===== src/rtl/sdram2_arb_pkg.sv =====
// sdram2_arb_pkg: shared types and default parameters for the sdram2 two-port arbiter
package sdram2_arb_pkg;
  typedef enum logic [2:0] {S_IDLE, S_ISSUE, S_GUARD, S_WAIT, S_DONE, S_RFS} arb_state_t;
  typedef struct packed {
    logic        we;
    logic [3:0]  be;
    logic [18:0] addr;
    logic [31:0] din;
  } port_req_t;
  localparam int RFS_INTERVAL_D = 1024;
  localparam int RFS_CYCLES_D   = 8;
  localparam int GUARD_CYCLES_D = 2;
  localparam int TIMEOUT_D      = 64;
  // A write with no byte enables means a full-word write.
  function automatic logic [3:0] wr_mask(input logic [3:0] be);
    return be == 4'h0 ? 4'hF : be;
  endfunction
endpackage


===== src/rtl/sdram2_arb_if.sv =====
// sdram2_arb_if: one requester port (level req held until a one-cycle ack)
interface sdram2_arb_if;
  logic        req;
  logic        we;
  logic [3:0]  be;
  logic [18:0] addr;
  logic [31:0] din;
  logic [31:0] dout;
  logic        ack;
  modport master(output req, we, be, addr, din, input dout, ack);
  modport slave(input req, we, be, addr, din, output dout, ack);
endinterface


===== src/rtl/sdram2_rfs_timer.sv =====
// sdram2_rfs_timer: periodic refresh request generator with missed-refresh flag
module sdram2_rfs_timer
  import sdram2_arb_pkg::*;
#(
  parameter int RFS_INTERVAL = RFS_INTERVAL_D
) (
  input  logic clk,
  input  logic rst_n,
  input  logic mem_ready,
  input  logic rfs_clr,
  output logic rfs_pend,
  output logic dbg_rfs_miss
);
  localparam int W = $clog2(RFS_INTERVAL);
  localparam logic [W-1:0] LAST = W'(RFS_INTERVAL - 1);
  logic [W-1:0] cnt;
  logic         expire;
  assign expire = mem_ready && cnt == LAST;
  // A clear coinciding with expiry consumes the old request, so it is not a miss.
  always_ff @(posedge clk or negedge rst_n)
    if (!rst_n) begin
      cnt          <= '0;
      rfs_pend     <= 1'b0;
      dbg_rfs_miss <= 1'b0;
    end else begin
      cnt          <= (!mem_ready || expire) ? '0 : cnt + 1'b1;
      rfs_pend     <= expire | (rfs_pend & ~rfs_clr);
      dbg_rfs_miss <= dbg_rfs_miss | (expire & rfs_pend & ~rfs_clr);
    end
endmodule


===== src/rtl/sdram2_arb.sv =====
// sdram2_arb: round-robin two-port arbiter and refresh scheduler in front of sdram2
module sdram2_arb
  import sdram2_arb_pkg::*;
#(
  parameter int RFS_INTERVAL = RFS_INTERVAL_D,
  parameter int RFS_CYCLES   = RFS_CYCLES_D,
  parameter int GUARD_CYCLES = GUARD_CYCLES_D,
  parameter int TIMEOUT      = TIMEOUT_D
) (
  input  logic              clk,
  input  logic              rst_n,
  input  logic              mem_ready,
  sdram2_arb_if.slave       a,
  sdram2_arb_if.slave       b,
  output logic [18:0]       mem_addr,
  output logic [31:0]       mem_din,
  output logic [3:0]        mem_wr,
  output logic              mem_rd,
  output logic              mem_rfs,
  input  logic              mem_busy,
  input  logic [31:0]       mem_dout,
  output logic              dbg_rfs_miss,
  output logic              dbg_timeout
);
  localparam logic [7:0] G_LAST = 8'(GUARD_CYCLES - 1);
  localparam logic [7:0] T_LAST = 8'(TIMEOUT - 1);
  localparam logic [7:0] R_LAST = 8'(RFS_CYCLES - 1);
  arb_state_t  state, state_n;
  logic [7:0]  cnt, cnt_n;
  logic        sel, sel_n, last, last_n, we_q, we_n;
  logic [18:0] addr_n;
  logic [31:0] din_n, a_dout_q, a_dout_n, b_dout_q, b_dout_n;
  logic [3:0]  wr_n;
  logic        rd_n, rfs_n, a_ack_q, a_ack_n, b_ack_q, b_ack_n, to_n, rfs_clr, rfs_pend;
  port_req_t   pa, pb, r;
  assign pa     = '{a.we, a.be, a.addr, a.din};
  assign pb     = '{b.we, b.be, b.addr, b.din};
  assign a.dout = a_dout_q;
  assign a.ack  = a_ack_q;
  assign b.dout = b_dout_q;
  assign b.ack  = b_ack_q;
  sdram2_rfs_timer #(.RFS_INTERVAL(RFS_INTERVAL)) u_rfs (
    .clk, .rst_n, .mem_ready, .rfs_clr, .rfs_pend, .dbg_rfs_miss
  );
  // sel/last: 0 = port A, 1 = port B; a tie goes to the port not granted last.
  always_comb begin
    state_n  = state;
    cnt_n    = cnt + 8'd1;
    sel_n    = sel;
    last_n   = last;
    we_n     = we_q;
    addr_n   = mem_addr;
    din_n    = mem_din;
    wr_n     = 4'h0;
    rd_n     = 1'b0;
    rfs_n    = 1'b0;
    a_ack_n  = 1'b0;
    b_ack_n  = 1'b0;
    a_dout_n = a_dout_q;
    b_dout_n = b_dout_q;
    to_n     = dbg_timeout;
    rfs_clr  = 1'b0;
    r        = pa;
    case (state)
      S_IDLE: begin
        cnt_n = 8'd0;
        if (mem_ready && rfs_pend) begin
          rfs_n   = 1'b1;
          rfs_clr = 1'b1;
          state_n = S_RFS;
        end else if (mem_ready && (a.req || b.req)) begin
          sel_n   = b.req && (!a.req || !last);
          r       = sel_n ? pb : pa;
          addr_n  = r.addr;
          din_n   = r.din;
          we_n    = r.we;
          wr_n    = r.we ? wr_mask(r.be) : 4'h0;
          rd_n    = !r.we;
          state_n = S_ISSUE;
        end
      end
      S_ISSUE: begin
        cnt_n   = 8'd0;
        state_n = S_GUARD;
      end
      S_GUARD: if (cnt == G_LAST) begin
        cnt_n   = 8'd0;
        state_n = S_WAIT;
      end
      // Ack and read data are registered on entry to DONE, so they are visible during it.
      S_WAIT: if (!mem_busy || cnt == T_LAST) begin
        state_n  = S_DONE;
        to_n     = dbg_timeout | mem_busy;
        a_ack_n  = !sel;
        b_ack_n  = sel;
        a_dout_n = (!sel && !we_q) ? mem_dout : a_dout_q;
        b_dout_n = (sel && !we_q) ? mem_dout : b_dout_q;
      end
      S_DONE: begin
        last_n  = sel;
        state_n = S_IDLE;
      end
      S_RFS: if (cnt == R_LAST) state_n = S_IDLE;
      default: state_n = S_IDLE;
    endcase
  end
  always_ff @(posedge clk or negedge rst_n)
    if (!rst_n) begin
      state       <= S_IDLE;
      cnt         <= '0;
      sel         <= 1'b0;
      last        <= 1'b1;
      we_q        <= 1'b0;
      mem_addr    <= '0;
      mem_din     <= '0;
      mem_wr      <= '0;
      mem_rd      <= 1'b0;
      mem_rfs     <= 1'b0;
      a_ack_q     <= 1'b0;
      b_ack_q     <= 1'b0;
      a_dout_q    <= '0;
      b_dout_q    <= '0;
      dbg_timeout <= 1'b0;
    end else begin
      state       <= state_n;
      cnt         <= cnt_n;
      sel         <= sel_n;
      last        <= last_n;
      we_q        <= we_n;
      mem_addr    <= addr_n;
      mem_din     <= din_n;
      mem_wr      <= wr_n;
      mem_rd      <= rd_n;
      mem_rfs     <= rfs_n;
      a_ack_q     <= a_ack_n;
      b_ack_q     <= b_ack_n;
      a_dout_q    <= a_dout_n;
      b_dout_q    <= b_dout_n;
      dbg_timeout <= to_n;
    end
endmodule


===== src/flat_wrapper.sv =====
// flat-port wrapper written by rule: the top's interface ports become plain ports
module sdram2_arb_flat import sdram2_arb_pkg::*;
#(
  parameter int RFS_INTERVAL = RFS_INTERVAL_D,
  parameter int RFS_CYCLES   = RFS_CYCLES_D,
  parameter int GUARD_CYCLES = GUARD_CYCLES_D,
  parameter int TIMEOUT      = TIMEOUT_D
)
  (clk, rst_n, mem_ready, mem_addr, mem_din, mem_wr, mem_rd, mem_rfs, mem_busy, mem_dout, dbg_rfs_miss, dbg_timeout, a_req, a_we, a_be, a_addr, a_din, a_dout, a_ack, b_req, b_we, b_be, b_addr, b_din, b_dout, b_ack);
  sdram2_arb_if a_i ();
  sdram2_arb_if b_i ();
  input  logic clk;
  input  logic rst_n;
  input  logic mem_ready;
  output logic [18:0] mem_addr;
  output logic [31:0] mem_din;
  output logic [3:0] mem_wr;
  output logic mem_rd;
  output logic mem_rfs;
  input  logic mem_busy;
  input  logic [31:0] mem_dout;
  output logic dbg_rfs_miss;
  output logic dbg_timeout;
  input wire logic [$bits(a_i.req)-1:0] a_req;
  input wire logic [$bits(a_i.we)-1:0] a_we;
  input wire logic [$bits(a_i.be)-1:0] a_be;
  input wire logic [$bits(a_i.addr)-1:0] a_addr;
  input wire logic [$bits(a_i.din)-1:0] a_din;
  output wire logic [$bits(a_i.dout)-1:0] a_dout;
  output wire logic [$bits(a_i.ack)-1:0] a_ack;
  input wire logic [$bits(b_i.req)-1:0] b_req;
  input wire logic [$bits(b_i.we)-1:0] b_we;
  input wire logic [$bits(b_i.be)-1:0] b_be;
  input wire logic [$bits(b_i.addr)-1:0] b_addr;
  input wire logic [$bits(b_i.din)-1:0] b_din;
  output wire logic [$bits(b_i.dout)-1:0] b_dout;
  output wire logic [$bits(b_i.ack)-1:0] b_ack;
  assign a_i.req = a_req;
  assign a_i.we = a_we;
  assign a_i.be = a_be;
  assign a_i.addr = a_addr;
  assign a_i.din = a_din;
  assign a_dout = a_i.dout;
  assign a_ack = a_i.ack;
  assign b_i.req = b_req;
  assign b_i.we = b_we;
  assign b_i.be = b_be;
  assign b_i.addr = b_addr;
  assign b_i.din = b_din;
  assign b_dout = b_i.dout;
  assign b_ack = b_i.ack;
  sdram2_arb #(.RFS_INTERVAL(RFS_INTERVAL), .RFS_CYCLES(RFS_CYCLES), .GUARD_CYCLES(GUARD_CYCLES), .TIMEOUT(TIMEOUT)) u_core (.clk(clk), .rst_n(rst_n), .mem_ready(mem_ready), .a(a_i), .b(b_i), .mem_addr(mem_addr), .mem_din(mem_din), .mem_wr(mem_wr), .mem_rd(mem_rd), .mem_rfs(mem_rfs), .mem_busy(mem_busy), .mem_dout(mem_dout), .dbg_rfs_miss(dbg_rfs_miss), .dbg_timeout(dbg_timeout));
endmodule

===== config.mk =====
export PLATFORM = sky130hd
export DESIGN_NAME = sdram2_arb_flat
export DESIGN_NICKNAME = d
export VERILOG_FILES = /design/src/rtl/sdram2_arb_pkg.sv /design/src/rtl/sdram2_arb_if.sv /design/src/rtl/sdram2_rfs_timer.sv /design/src/rtl/sdram2_arb.sv /design/src/flat_wrapper.sv
export SDC_FILE = /design/constraint.sdc
export NUM_CORES = 1
export LEC_CHECK = 0
export ABC_AREA = 1
export BUFFER_PORTS_ARGS = -buffer_cell sky130_fd_sc_hd__buf_2
export CAP_MARGIN = 20
export CORE_UTILIZATION = 52
export DETAILED_ROUTE_END_ITERATION = 6
export GPL_TIMING_DRIVEN = 0
export PLACE_DENSITY = 0.83
export SYNTH_ARGS = -nofsm -noshare
export SYNTH_HDL_FRONTEND = slang
export SYNTH_HIERARCHICAL = 1
export SYNTH_SLANG_ARGS = --single-unit

===== constraint.sdc =====
create_clock -name clk -period 5.1 [get_ports clk]
set_clock_uncertainty 0.2 [all_clocks]
set_input_delay 0.255 -clock clk [delete_from_list [all_inputs] [get_ports clk]]
set_output_delay 0.255 -clock clk [all_outputs]
set_load 0.005 [all_outputs]

==> run_results.csv <==
group,metric,value,unit
detailed_routing,route.antenna.remaining_nets,0,
critical_path,timing.rr.end,"u_core/mem_din[27]$_DFFE_PN0P_",
clock_network,cts-root-buf,"clkbuf_16",
clock_network,tritoncts,"done",
detailed_routing,routed-via-count,7417,
power,leakagePower,0.00523,µW
hold_path,hold_path_depth,5,
place,post-dp-hpwl,13500,µm
synth,synthesis.area,0.00662,mm²
power,ir_worst_vdd,0.293,mV
synth,seq_area_frac_synth,0.567,
global_route,antenna_found_initial,0,
critical_path,endpoint_kind,"flop",
sta,hold_viol,0,
sta,worstMarginPinSlew,704,ps
synth,ys_types,30,
clock_network,clk_pin_slew,60,ps
sta,setup_tns,0,ps
clock_network,clock_latency,420,ps
floorplan,die_area,0.0132,mm²
clock_network,holdBufCountCts,139,
critical_path,worst-endpoint-arrival,2870,ps
final_layout,final_nets,1314,
floorplan,initial_core_util,0.542,
sta,rsz0062_at_grt,"false",
critical_path,worst_ep_required_time,5250,ps
sta,finalSetupViolCount,0,
synth,synth_area_per_cell,9.10,µm²
outcome,status,"finished with violations",
detailed_routing,vias_per_cell,5.53,
sta,period_share,0.533,
detailed_routing,wl_per_cell,18.5,µm
floorplan,core,0.0122,mm²
detailed_routing,dr.pass1.iters,7,
power,p_total,5220,µW
sta,drv_slew,0,
synth,yosysTopAreaCell,"dfrtp_1",
global_route,grt_first_pass_wirelength,37800,µm
sta,max_slew_margin,0.530,
hold_path,hold-path-endpoint,"u_core/mem_wr[0]$_DFF_PN0_",
place,gp_congestion,0.886,
critical_path,r2r_cells,7,
hold_path,min_from,"b_be[0]",
place,port_buffers,274,
floorplan,die_w,115,µm
critical_path,r2r_setup_slack,2380,ps
final_layout,fillCellCount,648,
synth,synth_cells,728,
synth,synthTopCellsByArea,"dfrtp_1, nand2_1, a31oi_1",
clock_network,htreeDepth,4,
clock_network,numClockSinks,150,
sta,hold_ws,105,ps
detailed_routing,routed_wl,24900,µm
synth,synth_top_area_frac,0.563,
sta,final.min_clock_period,2720,ps
critical_path,path_max_fanout,10,
final_layout,final_cell_mix,"buf_2, nand2_1, dfrtp_1, dlygate4sd3_1, nor2_1",
detailed_routing,first_iter_violations,765,
synth,yosysWarningCount,6,
clock_network,cts_inserted_buffers,17,
global_route,grtUsageTotal,0.383,
power,pwr_density_cell,512,mW/mm²
detailed_routing,drc_errors,4,
sta,timing.fmax,0.368,GHz
flow_run,max_cap_viol_count,0,
synth,synthesis.nets,881,
final_layout,synthToLayoutAreaGrowth,53.9,%
clock_network,cts.path.max_buffers,2,
global_route,overflow,0,
global_route,grt_max_degree,78,
hold_path,hold_class,"input port to flop",
final_layout,drive_gt1_frac,0.331,
final_layout,final_common_cell,"buf_2",
clock_network,cts_setup_buffers,0,
final_layout,antennaDiodeCount,0,
synth,ys_ff_latch,150,
floorplan,rows,40,
global_route,grt_pass1_vias,7608,
floorplan,die_y,115,µm
critical_path,critical_path_class,"flop to flop",
outcome,failed_checks,"design-rule violations",
critical_path,startpoint_type,"flop",
critical_path,r2r_start,"u_core/last$_DFFE_PN1N_",
clock_network,cts.repair.resized,0,
floorplan,boundaryPins,275,
-- cells by family (layout without fill, tap and decap cells) --
group	count (synthesis)	count (layout)	share of synthesized area
AOI/OAI and AO/OA	146	146	0.145
xor gates and xnor gates	5	5	0.00661
adders and majority gates	3	3	0.00567
buffers and inverters	94	540	0.0720
DFF	150	150	0.567
and+or+nand+nor	330	330	0.204
-- critical path, stage by stage, from the launching register on --
cell and delay, ps:
dfstp_2 530, nand2_1 50, nand2_1 270, buf_2 330, buf_2 310, nand2_1 100
a31oi_1 240, dlygate4sd3_1 620
-- synth_stat cells, drive strengths merged --
cell	n
inv	60
o21bai	3
a31oi	55
clkbuf	5
nor3	1
ha	3
nor2	93
a31o	1
nand3	15
a21oi	13
xor2	2
buf	29
nand2	219
dfrtp	149
dfstp	1
o21ai	74
nand4	2
xnor2	3
-- state kept, by name, summed over array words and instances (netlist names), 3 cells and up --
register,cells
u_core/a.dout,32
u_core/u_rfs/cnt,10
u_core/cnt,8
u_core/b.dout,32
u_core/state,3
u_core/mem_din,32
u_core/mem_wr,4
u_core/mem_addr,19
-- where the power goes --
group / switching, µW / total (µW) / internal (µW)
logic: 1070 / 2090 / 1030
registers: 282 / 1920 / 1640
clock network: 481 / 1200 / 719
total: 1830 / 5220 / 3390
-- through the flow --
stage                     area [µm²]  utilization  setup WS (ps)  std cells
after floorplan                 6620            -           3430        728
after global placement          8200        0.672           1410       1170
after detailed placement        8240        0.674           3140       1171
after CTS                      10200        0.835           2660       1342
after global routing           10200        0.835           2370       1342
final                          10200        0.835           2380       1342
-- how the worst max path moves through the flow --
| stage | startpoint | end | slack [ps] |
|---|---|---|---|
| final | u_core/last$_DFFE_PN1N_ | u_core/mem_din[27]$_DFFE_PN0P_ | 2380 |
| after global routing | u_core/last$_DFFE_PN1N_ | u_core/mem_din[29]$_DFFE_PN0P_ | 2370 |
| after CTS | u_core/last$_DFFE_PN1N_ | u_core/mem_addr[2]$_DFFE_PN0P_ | 2660 |
| after detailed placement | u_core/last$_DFFE_PN1N_ | u_core/mem_wr[2]$_DFF_PN0_ | 3140 |
| after global placement | rst_n | u_core/mem_din[24]$_DFFE_PN0P_ | 1410 |
| after floorplan | u_core/cnt[0]$_DFF_PN0_ | u_core/a.dout[23]$_DFFE_PN0P_ | 3430 |
-- metal layers --
layer / global-route usage / up-vias / wire, µm
li1: - / 3220 / -
met1: 0.391 / 3427 / 8310
met2: 0.644 / 566 / 11900
met3: 0.115 / 204 / 2430
met4: 0.331 / 0 / 2250
met5: 0 / - / 0
-- area by class of cell --
class / count / area, µm² / area share
buffer: 34 / 251 / 0.0247
clock buffer: 24 / 492 / 0.0482
clock inverter: 8 / 72.6 / 0.00712
inverter: 60 / 225 / 0.0221
multi-input combinational: 484 / 2390 / 0.234
sequential: 150 / 3750 / 0.368
tap: 168 / 210 / 0.0206
timing repair buffer: 414 / 2800 / 0.274
Power figures use the tool's default switching activity.
